$ cat src/rtl/button_conditioner.sv
// Arrow-button front end: per-button 2-FF synchronizer, counter debounce and rising-edge
// pulse, plus a single pending press event handed to the collision stage via valid/ack.
module button_conditioner #(
    parameter int DEBOUNCE_CYCLES = 500000,
    parameter int CNT_BITS        = 19
) (
    input  logic       clk,
    input  logic       reset,
    input  logic       enable,
    input  logic [3:0] btn_raw,
    input  logic       press_ack,
    output logic [3:0] btn_level,
    output logic [3:0] btn_pulse,
    output logic       press_valid,
    output logic [3:0] press_code,
    output logic       press_multi,
    output logic       overrun
);

    localparam logic [CNT_BITS-1:0] CNT_LAST = CNT_BITS'(DEBOUNCE_CYCLES - 1);

    logic [3:0]          sync1;
    logic [3:0]          sync2;
    logic [3:0]          levelD;
    logic [CNT_BITS-1:0] cnt [4];
    logic [3:0]          pressIn;
    logic                multiIn;

    // NOTE: sequential state uses non-blocking assignments so every flop samples
    // pre-edge values; this is what makes sync1 -> sync2 a real two-stage chain.
    always_ff @(posedge clk or negedge reset) begin
        if (!reset) begin
            sync1 <= '0;
            sync2 <= '0;
        end else begin
            sync1 <= btn_raw;
            sync2 <= sync1;
        end
    end

    // A level change is accepted only after the synchronized input has disagreed
    // with the stable level for DEBOUNCE_CYCLES consecutive edges.
    always_ff @(posedge clk or negedge reset) begin
        if (!reset) begin
            btn_level <= '0;
            for (int i = 0; i < 4; i++) cnt[i] <= '0;
        end else begin
            for (int i = 0; i < 4; i++) begin
                if (sync2[i] == btn_level[i]) begin
                    cnt[i] <= '0;
                end else if (cnt[i] < CNT_LAST) begin
                    cnt[i] <= cnt[i] + CNT_BITS'(1);
                end else begin
                    btn_level[i] <= sync2[i];
                    cnt[i]       <= '0;
                end
            end
        end
    end

    always_ff @(posedge clk or negedge reset) begin
        if (!reset) levelD <= '0;
        else        levelD <= btn_level;
    end

    assign btn_pulse = btn_level & ~levelD;
    assign pressIn   = enable ? btn_pulse : 4'b0000;
    // Clearing the lowest set bit leaves something only if two or more bits were set.
    assign multiIn   = (pressIn & (pressIn - 4'd1)) != 4'd0;

    always_ff @(posedge clk or negedge reset) begin
        if (!reset) begin
            press_valid <= 1'b0;
            press_code  <= '0;
            press_multi <= 1'b0;
            overrun     <= 1'b0;
        end else if (press_valid && press_ack) begin
            overrun <= 1'b0;
            if (pressIn != 4'd0) begin
                press_code  <= pressIn;
                press_multi <= multiIn;
            end else begin
                press_valid <= 1'b0;
            end
        end else if (!press_valid && pressIn != 4'd0) begin
            press_valid <= 1'b1;
            press_code  <= pressIn;
            press_multi <= multiIn;
        end else if (press_valid && pressIn != 4'd0) begin
            overrun <= 1'b1;
        end
    end

endmodule

$ cat config.mk
export PLATFORM = sky130hd
export DESIGN_NAME = button_conditioner
export DESIGN_NICKNAME = d
export VERILOG_FILES = /design/src/rtl/button_conditioner.sv
export SDC_FILE = /design/constraint.sdc
export NUM_CORES = 1
export LEC_CHECK = 0
export CELL_PAD_IN_SITES_DETAIL_PLACEMENT = 1
export CELL_PAD_IN_SITES_GLOBAL_PLACEMENT = 2
export CORE_UTILIZATION = 36
export DETAILED_ROUTE_END_ITERATION = 16
export GPL_TIMING_DRIVEN = 0
export PLACE_DENSITY = 0.75
export SYNTH_ARGS = -nofsm -noshare
export SYNTH_HDL_FRONTEND = slang
export SYNTH_SLANG_ARGS = --single-unit
$ cat constraint.sdc
create_clock -name clk -period 1.8 [get_ports clk]
set_input_delay 0.36 -clock clk [delete_from_list [all_inputs] [get_ports clk]]
set_output_delay 0.36 -clock clk [all_outputs]
set_load 0.02 [all_outputs]
Word-level counts from Yosys, hierarchy flattened
Cells that the tools add are included.
{"block": "word_totals", "regBits": 99, "output_inout_bits": 15, "inputBits": 8}
{"block": "classes", "n_lt_le_gt_ge": 4, "n_reduce_logical": 15, "n_addsub": 5, "eq_ne": 7, "muxes": 21, "n_bitwise": 11}
{"op": "2-to-1 mux 19 bit", "n": 8}
{"op": "adder 19 x 1 -> 19 bit (second input constant)", "n": 4}
{"op": "< comparator 19 bit (second input constant)", "n": 4}
{"op": "2-to-1 mux 4 bit", "n": 4}
{"op": "AND reduction 2 bit", "n": 7}
{"op": "2-to-1 mux 1 bit", "n": 9}
{"op": "AND 4 bit", "n": 2}
{"op": "inverter 1 bit", "n": 8}
{"op": "nonzero test 4 bit", "n": 2}
{"op": "== test 1 bit", "n": 4}
{"op": "inequality test 2 bit (second input constant)", "n": 2}
{"op": "inverter 4 bit", "n": 1}
{"op": "nonzero test 2 bit", "n": 2}
{"op": "subtractor 4 x 1 -> 4 bit (second input constant)", "n": 1}
{"op": "logical AND 1 bit", "n": 3}
{"op": "inequality test 2 x 1 -> 1 bit (second input constant)", "n": 1}
{"op": "zero test 1 bit", "n": 1}

Longest topological paths before layout
{"block": "logic_depth", "depth_word": 8, "ltp_mapped": 6}

Worst setup path after synthesis
No wires, ideal clock.
{"block": "synth_timing", "path_kind": "reg-to-reg", "startpoint": "register cnt[0] in the netlist's numbering", "endpoint": "register cnt[16] in the netlist's numbering", "setup_slack_ps": -171, "setup_time_ps": 94, "n_path_buf": 1, "period_less_slack_ps": 1971, "stages_incl_launch_ff": 7, "required_ps": 1706, "arrival_ps": 1878, "cell_sequence": "dfrtp_1 -> ha_1 -> nand3_1 -> or4_1 -> buf_2 -> or4_4 -> a221oi_2"}
{"block": "synth_between", "elab_chain_cells": 3, "elab_cells_between_ends": 4, "cone_classes": "1 x add/sub; 1 x order compare; 2 x mux"}
{"element": "start: declaration", "line": "25", "source": "logic [CNT_BITS-1:0] cnt [4];"}
{"element": "start signal: indexed assignment", "line": "52", "source": "cnt[i] <= cnt[i] + CNT_BITS'(1);"}
{"element": "adder 19 x 1 -> 19 bit or < comparator 19 bit (tied branches)", "line": "52, 51"}
{"element": "2-to-1 mux 19 bit (*)", "line": "51", "source": "end else if (cnt[i] < CNT_LAST) begin"}
{"element": "2-to-1 mux 19 bit (*)", "line": "49", "source": "if (sync2[i] == btn_level[i]) begin"}
Every way passes the cells marked *; elsewhere a longest branch is shown, timed or not.
A chain may end at the register's enable or synchronous reset.

Worst setup path in the final report
{"block": "layout_timing", "startpoint": "register cnt[0] in the netlist's numbering", "endpoint": "register cnt[14] in the netlist's numbering"}
The elaborated chain is that of the path after synthesis.

==> results.cfg <==
[outcome]
status = finished, violations left
failed_checks = negative setup slack

[timing]
period_minus_slack_ns = 1.95
rsz0062_at_grt = yes
relSlewSlack_pct = 49.5
max_freq_ghz = 0.512
finClkSkew_ns = 0.00875
fin_ws_ns = -0.151
fin_crit_sh_pct = 108
finalSetupViolCount = 33
hold_viol = 0
worst_pin_slew_ns = 0.758
maxSlewViolCount = 0

[floorplan]
ioPinCount = 23
placementRows = 42
die_h_um = 119
core_mm2 = 0.0133
initial_core_util_pct = 37.1
die_x_um = 119
design.die.area_mm2 = 0.0142

[synth]
synth-edff-count = 0
yosysWarningCount = 0
synth.yosys.seq_area_share_pct = 50.3
synth_nets = 496
syn_inst = 484
yosys.area.top_type = dfrtp_1
avgSynthCellArea_um2 = 10.2
syn_area_mm2 = 0.00493
synth.area.top_cells = dfrtp_1 50%, xnor2_1 6.0%, a211oi_1 4.1%, nand3_1 4.0%, xor2_1 3.0%
yosys.area.top_type_share_pct = 50.3
synth-async-reset-ratio_pct = 100
ys_ff_latch = 99
synth.distinct_cells = 49
ys.flop_type = dfrtp_1

[routing]
via_count = 4188
ant_nets = 0
wl_per_cell_um = 18.5
drc = 0
postRouteWirelength_mm = 14.0
firstDrtPassIters = 4
drt_iter0_drc = 216
viasPerCell = 5.52

[layout]
final_nets = 594
fillers = 1416
drive_gt1_share_pct = 37.0
n_antenna_cell = 0
area.growth.synth_to_final_pct = 39.2

[clock_tree]
clk_pin_slew_worst_paths_ns = 0.06
cts_made_buffers = 9
clk_latency_ns = 0.35
cts_num_sinks = 99
clockBufferDepth = 2
cts_tree = done
h-tree-depth = 3
cts_root_buf = clkbuf_16

[setup_path]
end_kind = register
cp-start-kind = register
critPathKind = reg -> reg
cp_data_arrival_time_ns = 2.20
required_ns = 2.05
crit_path_max_fanout = 6

[power_and_ir_drop]
ir_worst_vdd_v = 0.000422
p_per_area_mw_per_mm2 = 652
p_total_mw = 4.47
leakagePower_nw = 2.71

[global_route]
antenna_found_initial = 0
overflow = 0
grt_start_max_net_pins = 68
grt_pass1_wl_mm = 23.0
track_usage_pct = 20.7
grt_pass1_vias = 4534

[placement]
pre_cts_ws_ns = -0.599
portBuffers = 22
gp_congestion = 0.733
dp_hpwl_mm = 8.21

[run]
cap_violations = 0

[min_path]
hp-class = reg -> reg
## stage by stage
step / std cells / TNS [ns] / instance area [µm²] / utilization, % / hold slack, ns
after floorplan: 484 / -0.340 / 5050 / - / 0.0644
after global placement: 682 / -375.64 / 5490 / 41.3 / 0.335
after detailed placement: 683 / -21.40 / 5510 / 41.5 / 0.337
after CTS: 741 / -3.29 / 6480 / 48.7 / 0.355
after global routing: 759 / -3.72 / 6860 / 51.6 / 0.358
final: 759 / -2.06 / 6860 / 51.6 / 0.351
## power by group
part	switching (mW)	total [mW]	internal (mW)
logic	0.221	0.390	0.169
clock network	0.824	1.73	0.907
registers	0.0651	2.35	2.29
total	1.11	4.47	3.36
## sequential cells by signal, indices dropped and copies added, names as in the netlist
name / count
btn_level: 4
cnt: 76
levelD: 4
overrun: 1
press_code: 4
press_multi: 1
press_valid: 1
sync1: 4
sync2: 4
## Yosys cell counts (13+ instances only)
library cell  number
xnor2_1           34
a21oi_1           19
nand2_1           20
dfrtp_1           99
a211oi_1          27
xor2_1            17
nor4_1            14
inv_1             32
nand3_1           39
or3_1             13
o21ai_0           17
nand4_1           15
nor2_1            22
## layer usage
layer / up-vias / share of wire (%) / GRT usage (%)
li1: 2000 / - / -
met2: 38 / 52 / 34.8
met3: 12 / 2.5 / 4.84
met1: 2138 / 45 / 26.8
met4: 0 / 1.2 / 5.30
met5: - / 0 / 0
## cell usage in the layout, fill, tap and decap left out, drive strengths merged, types with 11 or more instances in the layout
cell and n:
nand3 39, nor3 11, xnor2 34, or4 13
dfrtp 99, nand2 21, inv 32, a21oi 19
a221oi 11, buf 75, o21ai 17, nor2 22
a211oi 27, clkbuf 19, nand4 18, nor4 14
xor2 17, clkdlybuf4s50 14, or3 13
## final timing paths
kind / start / end / slack [ns] / cells past startpoint
max: cnt[0] / cnt[14] / -0.15 / 6
min: sync1[3] / sync2[3] / 0.35 / 0
max reg2reg: cnt[0] / cnt[14] / -0.15 / 6
min reg2reg: sync1[3] / sync2[3] / 0.35 / 0
max in group asynchronous: reset / btn_level[1] / 0.58 / 3
min in group asynchronous: reset / cnt[68] / 0.50 / 2
## worst max-delay path, cell delays in order, from the launching register on
cell	delay (ns)
dfrtp_2	0.43
and4_4	0.21
a2111o_1	0.39
a211o_1	0.30
buf_6	0.16
buf_6	0.12
a221oi_2	0.24
## cell families after synthesis
kind of cell,share of synthesized area [%]
xor+xnor,9.06
simple gates,18.8
fa+ha+maj,1.22
flops,50.3
buf+inv,3.91
compound gates,16.5
mux,0.228
## timing repair
| item | in CTS | in global routing |
|---|---|---|
| hold endpoints to repair | 32 | 0 |
| buffers inserted | 42 | 24 |
| pin swaps | 30 | 36 |
| setup endpoints to repair | 85 | 81 |
| gates resized for setup | 93 | 64 |
| cloned | 4 | 1 |
| hold buffers | 1 | 0 |
## layout make-up
type / count / area (µm²) / area share [%]
clock buffer: 11 / 233 / 3.39
multi-input combinational: 336 / 2830 / 41.2
sequential: 99 / 2510 / 36.6
timing repair buffer: 91 / 840 / 12.2
buffer: 13 / 109 / 1.59
clock inverter: 1 / 5.00 / 0.0729
tap: 176 / 220 / 3.21
inverter: 32 / 120 / 1.75
No activity file was read; power rests on OpenSTA's default activity.
